$ cat src/rtl/booth_seq_mult.sv
// Sequential signed radix-2 Booth multiplier: W+1-bit accumulator, W-bit multiplier shift register.
// Optional BOOTH_SKIP_EN: bypass the add/sub step when the Booth pair is 00 or 11.
module booth_seq_mult #(
  parameter int W = 8
) (
  input  logic           clk,
  input  logic           rst,
  input  logic           start,
  input  logic [W-1:0]   a,
  input  logic [W-1:0]   b,
  output logic           ready,
  output logic           busy,
  output logic           done,
  output logic [2*W-1:0] product
);

  localparam int CW = $clog2(W) + 1;

  typedef enum logic [1:0] {IDLE, OP, SHIFT, DONE} state_t;

  state_t        state, state_nx;
  logic [W:0]    m_reg, a_reg;
  logic [W-1:0]  q_reg;
  logic          q1;
  logic [CW-1:0] cnt;

  logic [W:0]    a_sh;
  logic [W-1:0]  q_sh;
  logic          last;

  // {A,Q,q1} arithmetic shift right by one
  assign a_sh = {a_reg[W], a_reg[W:1]};
  assign q_sh = {a_reg[0], q_reg[W-1:1]};
  assign last = (cnt == CW'(1));

  always_ff @(posedge clk) begin
    if (rst) state <= IDLE;
    else     state <= state_nx;
  end

  always_comb begin
    state_nx = state;
    ready    = 1'b0;
    busy     = 1'b0;
    done     = 1'b0;
    case (state)
      IDLE: begin
        ready = 1'b1;
        if (start) begin
`ifdef BOOTH_SKIP_EN
          state_nx = b[0] ? OP : SHIFT;
`else
          state_nx = OP;
`endif
        end
      end
      OP: begin
        busy     = 1'b1;
        state_nx = SHIFT;
      end
      SHIFT: begin
        busy = 1'b1;
        if (last) begin
          state_nx = DONE;
        end else begin
`ifdef BOOTH_SKIP_EN
          // post-shift pair is {Q[1],Q[0]}; equal pair needs no add/sub
          state_nx = (q_reg[1] == q_reg[0]) ? SHIFT : OP;
`else
          state_nx = OP;
`endif
        end
      end
      DONE: begin
        done     = 1'b1;
        state_nx = IDLE;
      end
      default: state_nx = IDLE;
    endcase
  end

  always_ff @(posedge clk) begin
    if (rst) begin
      m_reg   <= '0;
      a_reg   <= '0;
      q_reg   <= '0;
      q1      <= 1'b0;
      cnt     <= '0;
      product <= '0;
    end else begin
      case (state)
        IDLE: begin
          if (start) begin
            m_reg <= {a[W-1], a};
            q_reg <= b;
            a_reg <= '0;
            q1    <= 1'b0;
            cnt   <= CW'(W);
          end
        end
        OP: begin
          case ({q_reg[0], q1})
            2'b10:   a_reg <= a_reg - m_reg;
            2'b01:   a_reg <= a_reg + m_reg;
            default: a_reg <= a_reg;
          endcase
        end
        SHIFT: begin
          a_reg <= a_sh;
          q_reg <= q_sh;
          q1    <= q_reg[0];
          cnt   <= cnt - CW'(1);
          if (last) product <= {a_sh[W-1:0], q_sh};
        end
        default: ;
      endcase
    end
  end

endmodule

$ cat config.mk
export PLATFORM = sky130hd
export DESIGN_NAME = booth_seq_mult
export DESIGN_NICKNAME = d
export VERILOG_FILES = /design/src/rtl/booth_seq_mult.sv
export SDC_FILE = /design/constraint.sdc
export NUM_CORES = 1
export LEC_CHECK = 0
export CAP_MARGIN = 10
export CORE_ASPECT_RATIO = 0.5
export CORE_MARGIN = 2
export CORE_UTILIZATION = 51
export CTS_BUF_LIST = sky130_fd_sc_hd__clkbuf_2 sky130_fd_sc_hd__clkbuf_4 sky130_fd_sc_hd__clkbuf_8
export CTS_CLUSTER_DIAMETER = 40
export DETAILED_ROUTE_END_ITERATION = 16
export GPL_ROUTABILITY_DRIVEN = 0
export PLACE_DENSITY_LB_ADDON = 0.15
export SLEW_MARGIN = 20
export SYNTH_ARGS = -nofsm -noshare
export SYNTH_HDL_FRONTEND = slang
export SYNTH_SLANG_ARGS = --single-unit
$ cat constraint.sdc
create_clock -name clk -period 2.49 [get_ports clk]
set_input_delay 0.498 -clock clk [delete_from_list [all_inputs] [get_ports clk]]
set_output_delay 0.498 -clock clk [all_outputs]
set_load 0.02 [all_outputs]
==> results.py <==
metrics = {
    "die": {
        "die_h_um": 54.66,
        "ioPinCount": 38,
        "coreArea_mm2": 0.004932,
        "fp.dieW_um": 105.3,
        "die_area_mm2": 0.005757,
        "start_util": 0.5307,
        "rows": 18,
    },
    "drt": {
        "dr.pass1.iters": 4,
        "num_vias": 2477,
        "routed_wl_um": 6437,
        "detail_route.wl_per_cell_um": 14.05,
        "drc": 0,
        "viasPerCell": 5.408,
        "drt-initial-drc-count": 88,
        "ant_nets": 0,
    },
    "critical_path": {
        "critical_path_arrival_ns": 2.79,
        "crit_required_ns": 2.67,
        "start_kind": "flop",
        "worst-path-max-fanout": 2,
        "worstSetupPathType": "reg -> reg",
        "cp-end-kind": "flop",
    },
    "timing": {
        "drv_slew": 0,
        "worst_slew_margin_rel": 0.5886,
        "period_minus_slack_ns": 2.614,
        "hold_viol": 0,
        "max_freq_mhz": 382.6,
        "setup_ws_ns": -0.1236,
        "finalSetupViolCount": 1,
        "worstMarginPinSlew_ns": 0.6171,
        "rsz0062_at_grt": "yes",
        "fin_crit_sh": 1.050,
        "clock_skew_ns": 0.004086,
    },
    "min_path": {
        "hold_class": "reg -> reg",
    },
    "synth": {
        "ys_seq_elements": 48,
        "ys_types": 41,
        "synth_ff_type": "dfxtp_1",
        "netlist_top_cells_area": "dfxtp_1, ha_1, nand2_1",
        "synth_seq_area_share": 0.3671,
        "syn_area_mm2": 0.002618,
        "synthesis.yosys.warnings": 0,
        "synth-edff-count": 0,
        "synthArstFlopShare": 0,
        "postSynthCellCount": 328,
        "synth_nets": 366,
        "synth_top_area_frac": 0.3671,
        "yosysTopAreaCell": "dfxtp_1",
        "syn_area_per_cell_um2": 7.980,
    },
    "clock_tree": {
        "cts.reportedPaths.clkPinSlew_ns": 0.09,
        "cts_made_buffers": 5,
        "cts_tree": "done",
        "clock_latency_ns": 0.29,
        "cts_buffer_depth": 2,
        "cts_root_buffer": "clkbuf_8",
        "cts_max_level": 2,
        "clkSinkCount": 48,
        "ctsHoldBuffers": 0,
    },
    "grt": {
        "grt_usage": 0.2290,
        "grt_pass1_vias": 2331,
        "grt_pass1_wl_um": 10380,
        "antenna_found_initial": 0,
        "grt_max_degree": 49,
        "gr-total-overflow": 0,
    },
    "job": {
        "max-cap-violations": 0,
    },
    "cells_and_area": {
        "final_cells": 458,
        "layout_common_cells": "nand2_1, dfxtp_1, clkdlybuf4s50_1, a21oi_1, buf_4",
        "area_growth_pct": 30.16,
        "final_common_cell": "nand2_1",
        "n_fill_cell": 429,
        "drive_above_1_share": 0.1443,
        "largest_reg_flops": 16,
        "layout.nets": 426,
        "n_antenna_cell": 0,
    },
    "place": {
        "dpl.hpwl_um": 4756,
        "io_buffers": 37,
        "dp_slack_ns": -0.1142,
        "placed_cells": 446,
    },
    "run_status": {
        "violations": "negative setup slack",
        "outcome": "finished, violations left",
    },
    "pwr": {
        "total_power_mw": 2.657,
        "vdd_drop_max_mv": 0.3198,
        "cellPowerDensity_mw_per_mm2": 779.9,
        "leakagePower_nw": 1.305,
    },
}
==> what timing repair did <==
item | 4_1_cts | 5_1_grt
gates resized for setup | 9 | 3
pin swaps | 11 | 8
endpoints found under the setup margin | 1 | 2
setup buffers | 5 | 0
==> cells by family (layout without fill, tap and decap cells) <==
group	after synthesis	after routing	share of synthesized area
buf+inv	32	92	0.04589
flops	48	48	0.3671
xor+xnor	10	10	0.03346
compound gates	81	81	0.1979
mux	13	13	0.05019
simple gates	125	125	0.2118
fa+ha+maj	19	19	0.09369
==> worst paths after layout <==
kind | start | depth (start not counted) | slack (ns) | end
worst max register to register | m_reg[4] | 11 | -0.12 | a_reg[8]
worst max-delay path | m_reg[4] | 11 | -0.12 | a_reg[8]
worst min register to register | product[13] | 2 | 0.45 | product[13]
worst min-delay path | product[13] | 2 | 0.45 | product[13]
==> metal layers <==
metal	part of all wire	vias to the layer above	global-route usage
li1	-	1268	-
met1	0.48	1154	0.2904
met2	0.46	50	0.4172
met3	0.048	5	0.04524
met4	0.0043	0	0.04889
met5	0	-	0
==> power by group <==
part	total [mW]	switching, mW	internal (mW)
Combinational	1.22	0.649	0.569
Clock	0.482	0.260	0.222
Sequential	0.957	0.0932	0.864
Total	2.66	1.00	1.66
==> worst max-delay path, stage by stage (launching register included) <==
cell      delay (ns)
dfxtp_2         0.33
or3_4           0.40
buf_6           0.14
nor2_4          0.07
a21oi_2         0.06
xor2_1          0.17
ha_2            0.33
o21a_1          0.12
nor2_1          0.05
a311oi_2        0.34
mux2i_1         0.14
or3_1           0.36
==> per-stage QoR <==
stage / cell area, um2 / TNS [ns] / hold WS [ns] / utilization
after global routing: 3407 / -0.3117 / 0.4834 / 0.6908
after floorplan: 2643 / -0.004332 / 0.4449 / -
after global placement: 3241 / 0 / 0.4421 / 0.6570
after CTS: 3400 / -0.1192 / 0.4613 / 0.6892
after detailed placement: 3241 / -0.1142 / 0.4477 / 0.6570
final: 3407 / -0.1236 / 0.4546 / 0.6908
==> Yosys cell counts (2+ instances only) <==
| cell | n |
|---|---|
| a211oi_1 | 14 |
| a21o_1 | 2 |
| a21oi_1 | 38 |
| a22oi_1 | 3 |
| a311oi_1 | 3 |
| buf_1 | 2 |
| clkbuf_1 | 16 |
| dfxtp_1 | 48 |
| ha_1 | 18 |
| inv_1 | 14 |
| mux2i_1 | 12 |
| nand2_1 | 52 |
| nand2b_1 | 2 |
| nand3_1 | 19 |
| nand3b_1 | 4 |
| nand4_1 | 2 |
| nor2_1 | 33 |
| nor2b_1 | 3 |
| nor3_1 | 3 |
| o21a_1 | 2 |
| o21ai_0 | 7 |
| o32ai_1 | 3 |
| or3_1 | 2 |
| xnor2_1 | 2 |
| xor2_1 | 8 |
==> final cells by class <==
class	count	area (um2)	share of cell area
Timing Repair Buffer	71	633.1	0.1858
Clock buffer	6	82.58	0.02424
Inverter	14	52.55	0.01542
Sequential cell	48	964.7	0.2831
Clock inverter	1	8.758	0.002571
Tap cell	70	87.58	0.02571
Multi-Input combinational cell	248	1578	0.4631
No activity file was read; power rests on OpenSTA's default activity.
==> patch (same settings) <==
Make the reset (`rst`) asynchronous in 2 clocked blocks.
--- a/src/rtl/booth_seq_mult.sv
+++ b/src/rtl/booth_seq_mult.sv
@@ -33,7 +33,7 @@
   assign q_sh = {a_reg[0], q_reg[W-1:1]};
   assign last = (cnt == CW'(1));
 
-  always_ff @(posedge clk) begin
+  always_ff @(posedge clk or posedge rst) begin
     if (rst) state <= IDLE;
     else     state <= state_nx;
   end
@@ -79,7 +79,7 @@
     endcase
   end
 
-  always_ff @(posedge clk) begin
+  always_ff @(posedge clk or posedge rst) begin
     if (rst) begin
       m_reg   <= '0;
       a_reg   <= '0;
Formal check against the unedited RTL: differs if rst is asserted again (counterexample within 4 cycles, from zero or initial values and one cycle with rst high); with rst held inactive, the same outputs for 10 cycles.
==> patch against the original RTL <==
Area after synthesis grew 2.4%. Hold slack gained 56 ps. Setup slack gained 170 ps. Wire length shrank 5.0%. Count of clock-buffer cells in the layout is the same. Global-route usage shrank 1.6 points. Sequential cell count is the same. Clock skew grew 4.8 ps. Final area grew 0.44%. Via count shrank 12%. Sequential share of layout area grew 6.9 points.
Power is not compared: it rests on default switching activity, and its combinational part moved more than twofold at a synthesized area within 25%.
==> patch: results (changes against the original RTL) <==
status=finished clean; vias in the first global route=2,090 (-10%); setup violators final=0 (-1); Crit Reg-Reg Startpoint=m_reg[0]$_DFFE_PP0P_; Place WS=-6.25 ps (+108 ps); pin count of the biggest net entering global routing=23 (-53%); R2R Setup Slk=50 ps (+170 ps); crit-path max cell delay=440 ps (+40 ps); reg2reg path depth=10 (-1); met3 wire len=303 um (-2.6%); area post-placement=0.00320 mm^2 (-1.4%); fraction of layout cells with a size suffix above 1=0.233 (+0.0889); period utilization=0.981 (-0.0691); Slowest cell on crit path=dfrtp_2; final instance area=0.00342 mm^2 (+0.44%); crit path capture=a_reg[8]$_DFFE_PP0P_; Cells after DPL=370 (-17%); final net count=348 (-18%); most frequent cells after synthesis=48 x dfrtp_1, 24 x mux2_2, 22 x nor2_1; CP Max Fanout=4 (+2); top cells by area, synth=dfrtp_1 45%, mux2_2 10%, ha_1 7.5%; final total power=0.00458 W; met3 usage=0.0437 (-0.00155); Post-Route M1 WL=2860 um (-8.4%); vias per cell=5.72 (+5.8%); sequential fraction of the synthesis area=0.448 (+0.0809)
-- patch: cell types whose count changed after synthesis, moves of 11 or more --
cell and change:
a21oi_1 -27, nand2_1 -33, nand3_1 -12, a211oi_1 -12, clkbuf_1 -11, mux2_2 +23, dfxtp_1 -48, nor2_1 -11
dfrtp_1 +48
-- patch: logic make-up after synthesis --
family / after synthesis / share of synthesized area
AO/OA/AOI/OAI: 67 / 0.168
flip-flops: 48 / 0.448
buffers and inverters: 21 / 0.0331
XOR/XNOR: 9 / 0.0294
multiplexers: 27 / 0.112
adder cells (fa/ha/maj): 17 / 0.0821
AND/OR/NAND/NOR: 69 / 0.127
-- patch: cell type report --
| cell class | instances | area share |
|---|---|---|
| multi-input combinational | 189 | 0.431 |
| inverter | 13 | 0.0143 |
| sequential | 48 | 0.352 |
| tap | 70 | 0.0256 |
| clock buffer | 6 | 0.0241 |
| timing repair buffer | 55 | 0.149 |
| clock inverter | 2 | 0.00439 |
